===== src/rtl/hazard_control_unit_pkg.sv =====
// Shared types for the hazard control unit: FSM state encoding and the
// stage-control bundle driven into the pipeline.
package hazard_control_unit_pkg;

  localparam int unsigned NB_REG_ADDR_DEFAULT  = 5;
  localparam int unsigned DRAIN_CYCLES_DEFAULT = 3;

  typedef enum logic [1:0] {
    ST_RUN        = 2'd0,
    ST_LOAD_STALL = 2'd1,
    ST_HALT_DRAIN = 2'd2,
    ST_HALTED     = 2'd3
  } state_t;

  typedef struct packed {
    logic pc_we;
    logic if_id_we;
    logic if_id_flush;
    logic id_ex_bubble;
    logic pipe_en;
  } ctrl_t;

  localparam ctrl_t CTRL_OFF    = '0;
  localparam ctrl_t CTRL_RUN    = ctrl_t'(5'b11001);
  localparam ctrl_t CTRL_FLUSH  = ctrl_t'(5'b11101);
  localparam ctrl_t CTRL_BUBBLE = ctrl_t'(5'b00011);
  localparam ctrl_t CTRL_HALT   = ctrl_t'(5'b00001);

endpackage


===== src/rtl/hazard_control_unit_load_use_detector.sv =====
// Load-use hazard compare: a load in EX whose destination is read by the ID
// instruction and cannot be covered by forwarding.
module load_use_detector #(
  parameter int unsigned NB_REG_ADDR = 5
) (
  input  logic                   i_mem_read_ex,
  input  logic [NB_REG_ADDR-1:0] i_rd_ex,
  input  logic [NB_REG_ADDR-1:0] i_rs_id,
  input  logic [NB_REG_ADDR-1:0] i_rt_id,
  input  logic                   i_use_rt_id,
  output logic                   o_load_use
);

  always_comb begin
    o_load_use = i_mem_read_ex && (i_rd_ex != '0) &&
                 ((i_rd_ex == i_rs_id) || (i_use_rt_id && (i_rd_ex == i_rt_id)));
  end

endmodule


===== src/rtl/hazard_control_unit.sv =====
// Pipeline sequencer: load-use stall, memory-wait freeze, branch flush, HALT drain.
// Optional perf counters enabled by defining HAZARD_PERF_EN.
module hazard_control_unit
  import hazard_control_unit_pkg::*;
#(
  parameter int unsigned NB_REG_ADDR  = NB_REG_ADDR_DEFAULT,
  parameter int unsigned DRAIN_CYCLES = DRAIN_CYCLES_DEFAULT,
  parameter int unsigned NB_PERF_CNT  = 32
) (
  input  logic                   i_clock,
  input  logic                   i_reset,
  input  logic                   i_valid,
  input  logic                   i_mem_read_ex,
  input  logic [NB_REG_ADDR-1:0] i_rd_ex,
  input  logic [NB_REG_ADDR-1:0] i_rs_id,
  input  logic [NB_REG_ADDR-1:0] i_rt_id,
  input  logic                   i_use_rt_id,
  input  logic                   i_mem_req,
  input  logic                   i_mem_ready,
  input  logic                   i_branch_taken,
  input  logic                   i_halt_id,
  output logic                   o_pc_we,
  output logic                   o_if_id_we,
  output logic                   o_if_id_flush,
  output logic                   o_id_ex_bubble,
  output logic                   o_pipe_en,
  output logic                   o_halted
`ifdef HAZARD_PERF_EN
  ,
  output logic [NB_PERF_CNT-1:0] o_stall_cycles,
  output logic [NB_PERF_CNT-1:0] o_flush_count
`endif
);

  localparam int unsigned NB_CNT = (DRAIN_CYCLES > 1) ? $clog2(DRAIN_CYCLES) : 1;
  localparam logic [NB_CNT-1:0] CNT_LAST = NB_CNT'(DRAIN_CYCLES - 1);

  state_t            state, next_state;
  logic [NB_CNT-1:0] cnt, next_cnt;
  ctrl_t             ctrl;
  logic              load_use;
  logic              mem_wait;

  load_use_detector #(
    .NB_REG_ADDR (NB_REG_ADDR)
  ) u_load_use_detector (
    .i_mem_read_ex (i_mem_read_ex),
    .i_rd_ex       (i_rd_ex),
    .i_rs_id       (i_rs_id),
    .i_rt_id       (i_rt_id),
    .i_use_rt_id   (i_use_rt_id),
    .o_load_use    (load_use)
  );

  assign mem_wait = i_mem_req && !i_mem_ready;

  always_comb begin
    ctrl       = CTRL_OFF;
    next_state = state;
    next_cnt   = cnt;
    if (i_reset && i_valid && (state != ST_HALTED) && !mem_wait) begin
      unique case (state)
        ST_RUN, ST_LOAD_STALL: begin
          next_state = ST_RUN;
          // HALT is also honoured from LOAD_STALL so it is never lost when it
          // reaches ID while the load bubble is being released.
          if ((state == ST_RUN) && load_use) begin
            ctrl       = CTRL_BUBBLE;
            next_state = ST_LOAD_STALL;
          end else if (i_halt_id) begin
            ctrl       = CTRL_HALT;
            next_state = ST_HALT_DRAIN;
            next_cnt   = '0;
          end else if (i_branch_taken) begin
            ctrl = CTRL_FLUSH;
          end else begin
            ctrl = CTRL_RUN;
          end
        end
        ST_HALT_DRAIN: begin
          ctrl = CTRL_BUBBLE;
          if (cnt == CNT_LAST) next_state = ST_HALTED;
          else                 next_cnt   = cnt + NB_CNT'(1);
        end
        default: ctrl = CTRL_OFF;
      endcase
    end
  end

  always_ff @(posedge i_clock or negedge i_reset) begin
    if (!i_reset) begin
      state    <= ST_RUN;
      cnt      <= '0;
      o_halted <= 1'b0;
    end else begin
      state    <= next_state;
      cnt      <= next_cnt;
      o_halted <= (next_state == ST_HALTED);
    end
  end

  assign o_pc_we        = ctrl.pc_we;
  assign o_if_id_we     = ctrl.if_id_we;
  assign o_if_id_flush  = ctrl.if_id_flush;
  assign o_id_ex_bubble = ctrl.id_ex_bubble;
  assign o_pipe_en      = ctrl.pipe_en;

`ifdef HAZARD_PERF_EN
  logic count_stall;
  assign count_stall = i_valid && !ctrl.pc_we &&
                       ((state == ST_RUN) || (state == ST_LOAD_STALL));

  always_ff @(posedge i_clock or negedge i_reset) begin
    if (!i_reset) begin
      o_stall_cycles <= '0;
      o_flush_count  <= '0;
    end else begin
      if (count_stall && (o_stall_cycles != '1))
        o_stall_cycles <= o_stall_cycles + NB_PERF_CNT'(1);
      if (i_valid && ctrl.if_id_flush && (o_flush_count != '1))
        o_flush_count <= o_flush_count + NB_PERF_CNT'(1);
    end
  end
`endif

endmodule


===== config.mk =====
export PLATFORM = sky130hd
export DESIGN_NAME = hazard_control_unit
export DESIGN_NICKNAME = d
export VERILOG_FILES = /design/src/rtl/hazard_control_unit_pkg.sv /design/src/rtl/hazard_control_unit_load_use_detector.sv /design/src/rtl/hazard_control_unit.sv
export SDC_FILE = /design/constraint.sdc
export NUM_CORES = 1
export LEC_CHECK = 0
export BUFFER_PORTS_ARGS = -buffer_cell sky130_fd_sc_hd__buf_2
export CORE_AREA = 2 2 39 41
export CTS_CLUSTER_SIZE = 10
export DETAILED_ROUTE_END_ITERATION = 10
export DIE_AREA = 0 0 41 43
export PLACE_DENSITY = 0.68
export SYNTH_ARGS = -nofsm -noshare
export SYNTH_HDL_FRONTEND = slang
export SYNTH_HIERARCHICAL = 1
export SYNTH_SLANG_ARGS = --single-unit

===== constraint.sdc =====
create_clock -name i_clock -period 3.8 [get_ports i_clock]
set_input_delay 0.38 -clock i_clock [delete_from_list [all_inputs] [get_ports i_clock]]
set_output_delay 0.38 -clock i_clock [all_outputs]
set_load 0.1 [all_outputs]

==> results.yml <==
yosys:
  avgSynthCellArea_um2: 8.57
  synth_seq_area_share_pct: 24.8
  synthDistinctLibCells: 31
  async_flop_share_pct: 100
  synth-seq-cells: 5
  synth_fp_nets: 84
  netlist_instances: 59
  syn_area_um2: 505
  synth_edf_count: 0
  ys_warn_count: 6
  synth_ff_type: "dfrtp_1"
worst_setup_path:
  crit_top_cell: "buf_2"
  cp_slowest_cell: "dlygate4sd3_1"
  crit_buf_inv: 3
  rr_endpoint: "cnt[0]$_DFFE_PN0P_"
  crit_fanout: 8
  path_cells: "dlygate4sd3_1, buf_2, nand2_2, nor2_1, and4_1, buf_2"
  cp.required_ns: 3.42
  crit_path_max_incr_delay_ns: 0.52
  timing.rr.start: "cnt[0]$_DFFE_PN0P_"
  ff2ff_setup_slack_ns: 2.18
  worstSetupEndpoint: "o_if_id_flush"
  arrival_ns: 2.05
  cp_top_family: "buffers and inverters"
  endpoint_kind: "primary output"
  cp.depth: 6
  worstSetupStartpoint: "i_reset"
  critical_path_class: "input pin to primary output"
  cp-start-kind: "input pin"
  ff2ff_path_depth: 5
run_status:
  status: "finished, final reports clean"
floorplanning:
  ios: 30
  die-height_um: 43
  dieArea_mm2: 0.00176
  core-area_mm2: 0.00138
  rows: 14
  die_w_um: 41
  initial_core_util_pct: 36.5
power_and_ir_drop:
  power.share.combinational_pct: 53.3
  p_clk_share_pct: 18.1
  p_seq_share_pct: 28.5
  switchingPower_w: 0.000161
  leakagePower_nw: 0.322
  intPower_w: 0.000183
  ir_worst_vdd_v: 0.000165
  swShare_pct: 46.8
  power_density_mw_per_mm2: 504
sta:
  skew_ns: 0.00368
  finalSetupViolCount: 0
  slew_viol_final: 0
  tns_ns: 0
  hold_violations: 0
  maxSlewHeadroom_pct: 67.8
  min_period_over_period_pct: 64.0
  fmax_mhz: 411
  rsz0062_at_grt: "no"
  tightest_slew_ns: 0.486
  min_period_ns: 2.43
cells_and_area:
  n_fill_cell: 137
  drive_gt1_share_pct: 41.1
  nets: 116
  final_common_cell: "buf_2"
  fin_util_pct: 49.4
  antenna_cells: 0
  final_cell_mix: "buf_2 (29), xor2_1 (7), dfrtp_1 (5)"
  syn2layout_area_growth_pct: 35.1
routing:
  drt_iter0_drc: 4
  route.detailed.drc: 0
  drt_wl_total_mm: 1.14
  avgViaCountPerCell: 5.12
  dr.pass1.iters: 4
  wl_per_cell_um: 10.8
  route.antenna.remaining_nets: 0
  vias: 543
global_routing:
  grtUsageTotal_pct: 15.5
  grt_pass1_vias: 488
  grt_max_degree: 12
  grt_overflow: 0
  grt_pass1_wl_mm: 1.87
  antenna_found_initial: 0
clocking:
  cts.sinks: 5
  cts-root-buf: "clkbuf_4"
  htreeDepth: 1
  hold_buffers: 1
  clk_path_buf_depth: 2
  clock_latency_ns: 0.24
  numCtsBuffers: 3
  post_cts.repair.setup_buffers: 0
  clk_pin_slew_worst_paths_ns: 0.04
  ctsResizeCount: 0
  cts_tree: "built"
worst_hold_path:
  hp-class: "input pin to register"
job:
  maxCapViolCount: 0
place:
  hpwl_um: 943
  port_buffers: 29
  gp_congestion: 0.796
[metal layers]
layer	global-route usage (%)	routed length (um)	vias to the layer above	share of wire, %
met5	0	0	-	0
met4	10.0	20	0	1.8
met3	1.57	74	2	6.5
met2	25.3	613	23	54
met1	17.9	431	238	38
li1	-	-	280	-
[synthesized netlist by cell type, types with 2 or more instances]
cell type / number / area [um^2]
nand2b_1: 4 / 25.0
nand3_1: 4 / 20.0
a21oi_1: 2 / 10.0
nand2_1: 2 / 7.51
o21ai_0: 2 / 10.0
nor2_1: 4 / 15.0
xor2_1: 7 / 61.3
dfrtp_1: 5 / 125
o211ai_1: 3 / 22.5
nor3_1: 2 / 10.0
or4_1: 2 / 15.0
xnor2_1: 3 / 26.3
[worst min path at each step]
stage	to	cells after the start	from	slack [ns]
CTS	state[1]$_DFF_PN0_	2	i_halt_id	0.40
floorplan	cnt[0]$_DFFE_PN0P_	0	i_reset	0.08
global route	state[1]$_DFF_PN0_	2	i_halt_id	0.41
detailed placement	state[0]$_DFF_PN0_	1	i_reset	0.22
global placement	o_halted$_DFF_PN0_	1	i_reset	0.22
finish	state[1]$_DFF_PN0_	2	i_halt_id	0.41
[registers in the layout, indices dropped and copies added, names as in the netlist]
name      cells
o_halted      1
cnt           2
state         2
[metrics by stage]
stage                     setup WS [ns]  area (um^2)  hold WS, ns  std cells  power [W]
final                              1.37          683        0.412        106   0.000344
after global routing               1.20          683        0.409        106   0.000372
after CTS                          1.36          683        0.404        106   0.000348
after detailed placement           1.44          647        0.223        101   0.000277
after global placement             1.45          647        0.224        101   0.000277
after floorplan                   0.223          505       0.0844         59   0.000247
[power groups by stage]
stage | sequential (W) | clock (W) | combinational [W]
final | 0.0000982 | 0.0000623 | 0.000183
after CTS | 0.0000975 | 0.0000649 | 0.000185
after global placement | 0.0000976 | 0 | 0.000179
after global routing | 0.000103 | 0.0000671 | 0.000202
after floorplan | 0.000124 | 0 | 0.000123
after detailed placement | 0.0000977 | 0 | 0.000180
[cell families (layout without fill, tap and decap cells)]
logic type                 Yosys count  in the layout  share of synthesized area [%]
and+or+nand+nor                     27             27                           33.2
AOI/OAI and AO/OA                   12             12                           16.8
xor gates and xnor gates            10             10                           17.3
DFF                                  5              5                           24.8
buffers and inverters                4             35                           5.44
adders and majority gates            1              1                           2.47
[cell type report]
cell class | count | area, um^2 | share of cell area [%]
Multi-Input combinational cell | 50 | 353 | 51.6
Timing Repair Buffer | 30 | 155 | 22.7
Sequential cell | 5 | 125 | 18.3
Clock buffer | 4 | 26.3 | 3.85
Tap cell | 16 | 20.0 | 2.93
Inverter | 1 | 3.75 | 0.549
Note: power is estimated with default switching activity, not from simulation.
